--- src/rtl/majority_vote_filter.sv ---
// N-input majority voter with HOLD-cycle persistence filter and saturating disagreement counter.
// Latency: in -> in_q 1 edge, y flips HOLD edges later; no backpressure, en=0 stalls all state.
module majority_vote_filter #(
   parameter int N    = 3,
   parameter int HOLD = 4,
   parameter int CW   = 8
) (
   input  logic          clock,
   input  logic          reset,
   input  logic          en,
   input  logic [N-1:0]  in,
   input  logic          clr_count,
   output logic          y,
   output logic          change,
   output logic          unanimous,
   output logic [CW-1:0] fault_count
);

   localparam int       PW      = $clog2(N + 1);
   localparam int       THR     = (N + 1) / 2;
   localparam bit [7:0] HOLD_M1 = 8'(HOLD - 1);

   logic [N-1:0]  in_q;
   logic [7:0]    stab;
   logic [PW-1:0] pop;
   logic          maj;
   logic          in_unan;

   always_comb begin
      pop = '0;
      for (int i = 0; i < N; i++) begin
         pop = pop + PW'(in_q[i]);
      end
   end

   assign maj     = (pop >= PW'(THR));
   assign in_unan = (&in_q) | ~(|in_q);

   // stab counts consecutive enabled disagreements; frozen (not cleared) while en is low
   always_ff @(posedge clock or negedge reset) begin
      if (!reset) begin
         in_q      <= '0;
         y         <= 1'b0;
         change    <= 1'b0;
         unanimous <= 1'b0;
         stab      <= '0;
      end else if (en) begin
         in_q      <= in;
         unanimous <= in_unan;
         if (maj == y) begin
            stab   <= '0;
            change <= 1'b0;
         end else if (stab == HOLD_M1) begin
            y      <= maj;
            stab   <= '0;
            change <= 1'b1;
         end else begin
            stab   <= stab + 8'd1;
            change <= 1'b0;
         end
      end else begin
         change <= 1'b0;
      end
   end

   // clear wins over a same-edge increment; the count saturates at all-ones
   always_ff @(posedge clock or negedge reset) begin
      if (!reset) begin
         fault_count <= '0;
      end else if (clr_count) begin
         fault_count <= '0;
      end else if (en && !in_unan && (fault_count != {CW{1'b1}})) begin
         fault_count <= fault_count + 1'b1;
      end
   end

endmodule

--- config.mk ---
export PLATFORM = sky130hd
export DESIGN_NAME = majority_vote_filter
export DESIGN_NICKNAME = d
export VERILOG_FILES = /design/src/rtl/majority_vote_filter.sv
export SDC_FILE = /design/constraint.sdc
export NUM_CORES = 1
export LEC_CHECK = 0
export CAP_MARGIN = 20
export CORE_AREA = 8 8 57 59
export DETAILED_ROUTE_END_ITERATION = 8
export DIE_AREA = 0 0 65 67
export HOLD_SLACK_MARGIN = 0.02
export PLACE_DENSITY = 0.7
export SYNTH_ARGS = -nofsm -noshare
export SYNTH_HDL_FRONTEND = slang
export SYNTH_SLANG_ARGS = --single-unit
--- constraint.sdc ---
create_clock -name clock -period 2.2 [get_ports clock]
set_clock_uncertainty 0.15 [all_clocks]
set_input_delay 0.22 -clock clock [delete_from_list [all_inputs] [get_ports clock]]
set_output_delay 0.22 -clock clock [all_outputs]
set_load 0.005 [all_outputs]
==> flow_metrics.env <==
export IMPL_start_util=0.483
export IMPL_core_um2=2360
export IMPL_cp_arrival_ns=1.97
export IMPL_overflow=0
export IMPL_p_total_mw=1.01
export IMPL_ir_drop_v=0.000489
export IMPL_drv_cap=0
export IMPL_wire_per_inst_um=14.0
export IMPL_dieArea_um2=4360
export IMPL_maxSlewHeadroom=0.660
export IMPL_cts_sinks=22
export IMPL_syn_nets=127
export IMPL_grt_max_degree=23
export IMPL_ios=18
export IMPL_drive_gt1_frac=0.102
export IMPL_path_max_fanout=6
export IMPL_track_usage=0.115
export IMPL_tightest_slew_ns=0.507
export IMPL_multi_input_area_um2=551
export IMPL_p_leak_nw=0.546
export IMPL_drc_errors=0
export IMPL_dp_hpwl_mm=1.74
export IMPL_vias_per_cell=5.71
export IMPL_placed_area_um2=1350
export IMPL_rsz0062_at_grt="no"
export IMPL_clockRootBuffer="clkbuf_4"
export IMPL_setup_tns_ns=0
export IMPL_yosysWarnings=0
export IMPL_holdBufCountCts=0
export IMPL_status="finished, final reports clean"
export IMPL_clk_pin_slew_ns=0.14
export IMPL_finalHoldViolCount=0
export IMPL_holdWs_ns=0.0872
export IMPL_htreeDepth=1
export IMPL_dieWidth_um=65
export IMPL_seq_area_um2=551
export IMPL_slew_violations=0
export IMPL_synthArstFlopShare=1.00
export IMPL_required_ns=2.25
export IMPL_dr_pass1_iters=4
export IMPL_grt_pass1_wl_mm=3.96
export IMPL_avgSynthCellArea_um2=9.76
export IMPL_fillers=223
export IMPL_placementRows=18
export IMPL_ys_types=33
export IMPL_cts_resized=0
export IMPL_synthCells=117
export IMPL_io_buffer_count=17
export IMPL_cp_start_kind="register"
export IMPL_synth_edf_count=0
export IMPL_hold_class="in -> async"
export IMPL_numCtsBuffers=3
export IMPL_antenna_cells=0
export IMPL_cts_tree="built"
export IMPL_vias=954
export IMPL_cts_path_max_buffers=2
export IMPL_drt_initial_drc_count=45
export IMPL_grt_pass1_vias=909
export IMPL_fin_crit_ns=1.92
export IMPL_worstPathCellList="ha_1 > a21oi_1 > mux2_2 > nand2_1 > o22ai_1"
export IMPL_areaGrowthSynthToFinish_pct=22.5
export IMPL_pre_cts_slack_ns=0.256
export IMPL_power_density_nw_per_um2=722
export IMPL_fin_crit_sh=0.872
export IMPL_clock_latency_ns=0.32
export IMPL_synth_main_ff_cell="dfrtp_1"
export IMPL_cts_setup_buffers=0
export IMPL_antenna_found_initial=0
export IMPL_finalNetCount=148
export IMPL_yosysSeqAreaShare=0.482
export IMPL_critPathSlowestCell="mux2_2"
export IMPL_layout_setup_ws_ns=0.281
export IMPL_crit_path_end_kind="register"
export IMPL_postRouteAntennaNets=0
export IMPL_gp_congestion=0.777
export IMPL_yosys_area_top_type="dfrtp_1"
export IMPL_die_y_um=67
export IMPL_syn_area_um2=1140
export IMPL_ys_top_cells_by_area="dfrtp_1 (48%), mux2_2 (4.9%), a21oi_1 (3.9%)"
export IMPL_path_class="reg -> reg"
export IMPL_setup_viol=0
export IMPL_netlist_area_leader_share=0.482
export IMPL_max_stage_delay_ns=0.44
export IMPL_ys_ff_latch=22
export IMPL_fmax_ghz=0.521
export IMPL_fin_area_um2=1400
export IMPL_routed_wl_mm=2.33
[worst paths after layout]
| check | startpoint | endpoint | slack, ns | cells after the start |
|---|---|---|---|---|
| worst max-delay path | in_q[0] | stab[6] | 0.28 | 5 |
| worst min-delay path | reset | unanimous | 0.09 | 2 |
| worst max register to register | in_q[0] | stab[6] | 0.28 | 5 |
| worst min register to register | stab[0] | stab[0] | 0.37 | 1 |
| max in group asynchronous | reset | stab[1] | 1.58 | 2 |
| min in group clock | in[0] | in_q[0] | 0.35 | 2 |
[power by group]
group	total (mW)	internal (mW)	leakage [nW]	switching (mW)
clock network	0.312	0.184	0.0279	0.128
registers	0.489	0.447	0.293	0.0418
logic	0.210	0.103	0.225	0.106
[cells by family after synthesis]
| family | share of synthesized area |
|---|---|
| xor+xnor | 0.0153 |
| simple gates | 0.227 |
| fa+ha+maj | 0.0329 |
| flops | 0.482 |
| mux | 0.0668 |
| compound gates | 0.140 |
| buf+inv | 0.0361 |
[state kept, by name, indices dropped and copies added (netlist names)]
name and count:
change 1, in_q 3, unanimous 1, fault_count 8, y 1, stab 8
[metrics by stage]
stage                     std cells   util
after detailed placement        163  0.569
final                           167  0.592
after CTS                       167  0.592
after global placement          163  0.569
after floorplan                 117      -
after global routing            167  0.592
[layout by cell type, fill, tap and decap left out, drive strengths merged]
master	count
dfrtp	22
nand3b	1
mux2i	2
a21oi	9
nand2b	2
inv	6
and2	3
clkdlybuf4s50	17
o2bb2ai	1
ha	3
nor3	4
o41ai	1
o21ai	8
nor2b	2
a31oi	1
and3	1
nand4	1
o31ai	4
buf	2
nor4	1
mux2	5
clkbuf	3
nand2	7
nor2	8
o22ai	2
or4	3
or3	4
nand3	10
a311oi	1
bufinv	1
xnor2	2
[final cells by class]
| type | instances | area share |
|---|---|---|
| Sequential cell | 22 | 0.394 |
| Multi-Input combinational cell | 86 | 0.394 |
| Timing Repair Buffer | 19 | 0.132 |
| Tap cell | 30 | 0.0268 |
| Clock inverter | 1 | 0.0215 |
| Clock buffer | 3 | 0.0161 |
| Inverter | 6 | 0.0161 |
[worst max-delay path: cells and delay by family (launching register included)]
family	cells	cell delay (ns)
muxes	1	0.44
DFF	1	0.43
AOI/OAI and AO/OA	2	0.35
adders and majority gates	1	0.29
and+or+nand+nor	1	0.13
[per-layer routing]
metal | global-route usage | part of all wire | wire length (µm) | up-vias
met2 | 0.198 | 0.50 | 1170 | 21
met4 | 0.0654 | 0.016 | 38 | 0
met1 | 0.124 | 0.42 | 973 | 462
met3 | 0.0369 | 0.066 | 153 | 4
li1 | - | - | - | 467
met5 | 0 | 0 | 0 | -
[synthesized netlist by cell type, types with 3 or more instances]
cell type  instances
nand2_1            7
and2_1             3
dfrtp_1           22
or3_1              3
a21oi_1            9
ha_1               3
nand3_1            9
mux2_2             5
o21ai_0            8
o31ai_1            4
nor2_1             8
inv_1              6
or4_1              3
nor3_1             3
No activity file was read; power rests on OpenSTA's default activity.
